<file path="src/rtl/simmem_release_scheduler.sv">
// Per-ID release scheduler: holds request descriptors in slots, counts each delay down and
// enables an ID once its oldest request matures. Optional error flag: SIMMEM_RELEASE_SCHED_ERR_EN.
module simmem_release_scheduler #(
  parameter int unsigned IDWidth    = 4,
  parameter int unsigned NumSlots   = 8,
  parameter int unsigned DelayWidth = 8
) (
  input  logic                        clk_i,
  input  logic                        rst_ni,
  input  logic                        req_valid_i,
  output logic                        req_ready_o,
  input  logic [IDWidth-1:0]          req_id_i,
  input  logic [DelayWidth-1:0]       req_delay_i,
  input  logic                        rsp_done_i,
  input  logic [IDWidth-1:0]          rsp_id_i,
  output logic [2**IDWidth-1:0]       release_en_o,
  output logic [$clog2(NumSlots):0]   outstanding_o,
  output logic                        err_o
);

  localparam int unsigned SlotW = $clog2(NumSlots);

  localparam logic [DelayWidth-1:0] CntOne  = DelayWidth'(1);
  localparam logic [SlotW-1:0]      RankOne = SlotW'(1);
  localparam logic [SlotW:0]        OccOne  = (SlotW + 1)'(1);

  logic [NumSlots-1:0]   valid_q, valid_d;
  logic [IDWidth-1:0]    id_q   [NumSlots];
  logic [IDWidth-1:0]    id_d   [NumSlots];
  logic [DelayWidth-1:0] cnt_q  [NumSlots];
  logic [DelayWidth-1:0] cnt_d  [NumSlots];
  logic [SlotW-1:0]      rank_q [NumSlots];
  logic [SlotW-1:0]      rank_d [NumSlots];

  logic                  ready;
  logic                  accept;
  logic [SlotW-1:0]      alloc_idx;
  logic [NumSlots-1:0]   matured;
  logic [NumSlots-1:0]   retire_hit;
  logic                  hit;
  logic [SlotW-1:0]      same_cnt;
  logic [SlotW-1:0]      rank_new;
  logic [SlotW:0]        occ;

  // Slot search, maturity and same-ID bookkeeping, all from registered state.
  always_comb begin
    ready      = 1'b0;
    alloc_idx  = '0;
    matured    = '0;
    retire_hit = '0;
    same_cnt   = '0;
    occ        = '0;
    for (int unsigned i = 0; i < NumSlots; i++) begin
      if (!valid_q[i]) begin
        if (!ready) begin
          alloc_idx = SlotW'(i);
        end
        ready = 1'b1;
      end else begin
        occ = occ + OccOne;
      end
      matured[i]    = valid_q[i] && (rank_q[i] == '0) && (cnt_q[i] == '0);
      retire_hit[i] = rsp_done_i && matured[i] && (id_q[i] == rsp_id_i);
      if (valid_q[i] && (id_q[i] == req_id_i)) begin
        same_cnt = same_cnt + RankOne;
      end
    end
    hit    = |retire_hit;
    accept = req_valid_i && ready;
    // A same-cycle retire of this ID removes one older slot from the count.
    rank_new = (hit && (rsp_id_i == req_id_i)) ? (same_cnt - RankOne) : same_cnt;
  end

  always_comb begin
    for (int unsigned i = 0; i < NumSlots; i++) begin
      valid_d[i] = valid_q[i];
      id_d[i]    = id_q[i];
      cnt_d[i]   = cnt_q[i];
      rank_d[i]  = rank_q[i];
      if (valid_q[i] && (cnt_q[i] != '0)) begin
        cnt_d[i] = cnt_q[i] - CntOne;
      end
      if (retire_hit[i]) begin
        valid_d[i] = 1'b0;
      end else if (hit && valid_q[i] && (id_q[i] == rsp_id_i)) begin
        rank_d[i] = rank_q[i] - RankOne;
      end
      if (accept && (alloc_idx == SlotW'(i))) begin
        valid_d[i] = 1'b1;
        id_d[i]    = req_id_i;
        cnt_d[i]   = req_delay_i;
        rank_d[i]  = rank_new;
      end
    end
  end

  always_ff @(posedge clk_i or negedge rst_ni) begin
    if (!rst_ni) begin
      valid_q <= '0;
      for (int unsigned i = 0; i < NumSlots; i++) begin
        id_q[i]   <= '0;
        cnt_q[i]  <= '0;
        rank_q[i] <= '0;
      end
    end else begin
      valid_q <= valid_d;
      for (int unsigned i = 0; i < NumSlots; i++) begin
        id_q[i]   <= id_d[i];
        cnt_q[i]  <= cnt_d[i];
        rank_q[i] <= rank_d[i];
      end
    end
  end

  always_comb begin
    release_en_o = '0;
    for (int unsigned i = 0; i < NumSlots; i++) begin
      if (matured[i]) begin
        release_en_o[id_q[i]] = 1'b1;
      end
    end
  end

  assign req_ready_o   = ready;
  assign outstanding_o = occ;

`ifdef SIMMEM_RELEASE_SCHED_ERR_EN
  logic err_q, err_d;

  always_comb begin
    err_d = err_q | (rsp_done_i & ~hit) | (req_valid_i & ~ready);
  end

  always_ff @(posedge clk_i or negedge rst_ni) begin
    if (!rst_ni) begin
      err_q <= 1'b0;
    end else begin
      err_q <= err_d;
    end
  end

  assign err_o = err_q;
`else
  assign err_o = 1'b0;
`endif

endmodule
</file>
<file path="config.mk">
export PLATFORM = sky130hd
export DESIGN_NAME = simmem_release_scheduler
export DESIGN_NICKNAME = d
export VERILOG_FILES = /design/src/rtl/simmem_release_scheduler.sv
export SDC_FILE = /design/constraint.sdc
export NUM_CORES = 1
export LEC_CHECK = 0
export BUFFER_PORTS_ARGS = -buffer_cell sky130_fd_sc_hd__clkbuf_2
export CORE_AREA = 2 2 171 139
export CTS_BUF_LIST = sky130_fd_sc_hd__clkbuf_16
export CTS_CLUSTER_DIAMETER = 200
export DETAILED_ROUTE_END_ITERATION = 6
export DIE_AREA = 0 0 173 141
export HOLD_SLACK_MARGIN = 0.03
export PLACE_DENSITY_LB_ADDON = 0.25
export SETUP_SLACK_MARGIN = 0.5
export SYNTH_ARGS = -nofsm -noshare
export SYNTH_HDL_FRONTEND = slang
export SYNTH_SLANG_ARGS = --single-unit
</file>
<file path="constraint.sdc">
create_clock -name clk_i -period 15.7 [get_ports clk_i]
set_input_delay 0 -clock clk_i [delete_from_list [all_inputs] [get_ports clk_i]]
set_output_delay 0 -clock clk_i [all_outputs]
set_load 0.005 [all_outputs]
</file>
==> results.py <==
metrics = {
    "setup_path": {
        "critical_path.top_delay_family": "simple AND/OR/NAND/NOR gates",
        "cpMaxStageDelayCell": "xnor2_1",
        "crit_path_end": "rank_q[20]$_DFFE_PN0P_",
        "path_class": "flop to flop",
        "worstPathArrival_ps": 6500,
        "slowest_delay_ps": 690,
        "rr_worst_depth": 26,
        "r2r-end": "rank_q[20]$_DFFE_PN0P_",
        "crit_top_cell": "ha_1",
        "end_kind": "flop",
        "crit_buf_inv": 3,
        "r2r_start": "id_q[25]$_DFFE_PN0P_",
        "start_kind": "flop",
        "worst-path-max-fanout": 11,
        "required_ps": 15950,
        "crit_cells": 26,
        "ff2ff_setup_slack_ps": 9450,
        "critPathLaunch": "id_q[25]$_DFFE_PN0P_",
    },
    "floorplan": {
        "core_area_um2": 22900,
        "die_w_um": 173,
        "die_height_um": 141,
        "rows": 50,
        "pin_count": 42,
        "die_area_um2": 24400,
        "initial_core_util_pct": 43.9,
    },
    "cts": {
        "cts_htree_levels": 4,
        "cts_max_path_buffers": 2,
        "cts_tree": "yes",
        "clk_latency_ps": 430,
        "cts.clk_slew.worst_paths_ps": 60,
        "cts_root_buffer": "clkbuf_16",
        "clock-sinks": 128,
        "cts_inserted_buffers": 17,
        "postCtsSetupBuffers": 0,
    },
    "placed_design": {
        "numPortBuffers": 40,
        "hpwl_um": 24200,
        "place_inst": 1504,
        "gp_routability_congestion": 0.981,
        "pre_cts_ws_ps": 9620,
    },
    "grt": {
        "grt.overflow.total": 0,
        "antenna_found_initial": 0,
        "grt_usage_pct": 26.7,
        "grt_max_degree": 69,
        "grt_pass1_wl_um": 50100,
        "first_global_vias": 8521,
    },
    "logic_synthesis": {
        "yosys.cell_types.count": 78,
        "synth.top_cells.by_area": "dfrtp_1 (32%), nand2_1 (8.4%), xnor2_1 (8.3%)",
        "yosysWarningCount": 0,
        "async_reset_ff_share_pct": 100,
        "ys_seq_area_share_pct": 31.9,
        "syn-num-nets": 1287,
        "avgSynthCellArea_um2": 8.21,
        "dominantRegCellSynth": "dfrtp_1",
        "synth_top_area_cell": "dfrtp_1",
        "synth_top_area_share_pct": 31.9,
        "synth_edf_count": 0,
        "syn_area_um2": 10100,
        "synthCells": 1224,
        "yosys_register_bits": 128,
    },
    "worst_hold_path": {
        "worst_hold_path.num_cells": 3,
        "hold_class": "input port to flop",
    },
    "sta": {
        "setup_viol": 0,
        "period_minus_slack_ps": 6250,
        "worst_pin_slew_ps": 1150,
        "final.period_utilization_pct": 39.8,
        "maxSlewViolCount": 0,
        "rsz0062_at_grt": "no",
        "tns_ps": 0,
        "relSlewSlack_pct": 22.5,
        "finClkSkew_ps": 13.7,
        "setup_ws_ps": 9450,
        "clock.fmax_mhz": 160,
        "finalHoldViolCount": 0,
    },
    "cells_and_area": {
        "num-nets-final": 1280,
        "layout-drive-gt1-share_pct": 10.2,
        "area_delta_synth_final_pct": 9.16,
        "fin_cells": 1542,
        "fin_util_pct": 47.9,
        "antenna_cells": 0,
        "fillCellCount": 2275,
    },
    "run_status": {
        "outcome": "finished, final reports clean",
    },
    "pwr": {
        "total_power_w": 0.00196,
        "power.leakage_nw": 4.54,
        "power_density_nw_per_um2": 178,
        "ir_drop_mv": 0.104,
    },
    "drt": {
        "vias": 9008,
        "vias_per_cell": 5.84,
        "drt_iter0_markers": 873,
        "antenna_left": 0,
        "first_pass_iters": 6,
        "wl_per_cell_um": 20.9,
        "wl_um": 32300,
        "drc": 0,
    },
    "run": {
        "drv_cap": 0,
    },
}
## metrics by stage
step | cell area [um^2] | hold slack, ps
3_3_place_gp | 10400 | 58.5
3_5_place_dp | 10400 | 62.6
2_1_floorplan | 10100 | -296
4_1_cts | 11000 | 34.2
5_1_grt | 11000 | 61.6
6_report | 11000 | 33.3
## power by group
group          internal, W  switching (W)
clock             0.000203       0.000167
combinational     0.000409       0.000517
sequential        0.000472       0.000188
## layout by cell type (no fill, tap or decap), types with 9 or more instances in the layout
master and count:
nor2b_1 18, nand4_1 18, nand2_1 226, clkbuf_2 39
inv_1 66, mux2i_1 9, xnor2_1 95, clkbuf_16 17
xor2_1 53, a221oi_1 10, ha_1 43, nor4_1 18
o21ai_0 72, buf_4 9, nor2_1 69, dfrtp_1 128
or3_1 16, nand2b_1 10, o211ai_1 11, and3_1 15
a21oi_1 26, o22ai_1 12, mux2_2 10, nand3_1 42
a222oi_1 11, nor3_1 31
## worst min-delay path by stage
stage	slack, ps	startpoint	to
final	30	req_delay_i[3]	cnt_q[11]$_DFFE_PN0P_
after global routing	60	req_delay_i[3]	cnt_q[3]$_DFFE_PN0P_
after detailed placement	60	rst_ni	cnt_q[24]$_DFFE_PN0P_
after CTS	30	req_delay_i[7]	cnt_q[7]$_DFFE_PN0P_
after global placement	60	rst_ni	cnt_q[24]$_DFFE_PN0P_
after floorplan	-300	rst_ni	cnt_q[0]$_DFFE_PN0P_
## what timing repair did
item	in CTS	in global routing
hold endpoints to repair	76	0
hold buffers	6	0
gates resized for setup	0	0
## cells by family (layout without fill, tap and decap cells)
logic type | after synthesis | after routing | synth area share, %
simple gates | 507 | 507 | 24.3
compound gates | 223 | 223 | 16.2
xor+xnor | 155 | 155 | 14.2
buf+inv | 146 | 152 | 5.85
flops | 128 | 128 | 31.9
fa+ha+maj | 43 | 43 | 5.35
mux | 21 | 21 | 2.28
other cells | 1 | 1 | 0.0373
## worst register-to-register path, cell delays in order, from the launching register on
cell and delay [ps]:
dfrtp_1 500, xor2_1 200, nor3_1 150, nand3_1 190, inv_1 130, ha_1 320
nor3b_2 250, nand2_1 100, and2_1 220, inv_1 70, ha_1 230, inv_1 100
a21oi_1 70, ha_1 320, nor3_1 250, a311oi_1 90, or3_1 390, nand3_1 100
a32oi_1 200, ha_1 350, nand4_1 340, and2_1 320, ha_1 190, nand2_1 70
xnor2_1 70, xnor2_1 690, mux2i_1 170
## flip-flops by register name (all words and copies together), names as in the netlist
signal,count
valid_q,8
rank_q,24
id_q,32
cnt_q,64
## cell usage after synthesis (all sizes together), types with 5 or more instances
library cell	number
a32oi	7
a21oi	27
nand3b	6
xnor2	98
nand3	43
and3b	7
and3	15
a311oi	7
a31oi	5
nor2	72
nor3b	5
or4	5
inv	65
nor4	20
ha	43
mux2	12
nor3	31
mux2i	9
xor2	55
nor2b	18
dfrtp	128
clkbuf	59
nand2	226
a221oi	11
buf	22
o32ai	5
nand4	18
a2111oi	6
or2	7
o22ai	12
a211oi	6
nand2b	10
o211ai	11
o21ai	75
or3	16
a222oi	11
## cell type report
| class | count | area, um^2 | share of cell area [%] |
|---|---|---|---|
| Multi-Input combinational cell | 950 | 6270 | 57.1 |
| Sequential cell | 128 | 3200 | 29.2 |
| Clock buffer | 17 | 425 | 3.88 |
| Tap cell | 312 | 390 | 3.56 |
| Timing Repair Buffer | 55 | 334 | 3.04 |
| Inverter | 65 | 244 | 2.22 |
| Clock inverter | 15 | 110 | 1.00 |
## layer usage
| metal | vias up | share of wire [%] | routed length (um) | global-route usage (%) |
|---|---|---|---|---|
| li1 | 4258 | - | - | - |
| met1 | 4333 | 47 | 15100 | 38.5 |
| met2 | 368 | 43 | 13700 | 39.4 |
| met3 | 49 | 8.2 | 2660 | 6.15 |
| met4 | 0 | 2.4 | 771 | 9.19 |
| met5 | - | 0 | 0 | 0 |
(Power assumes the default switching activity.)
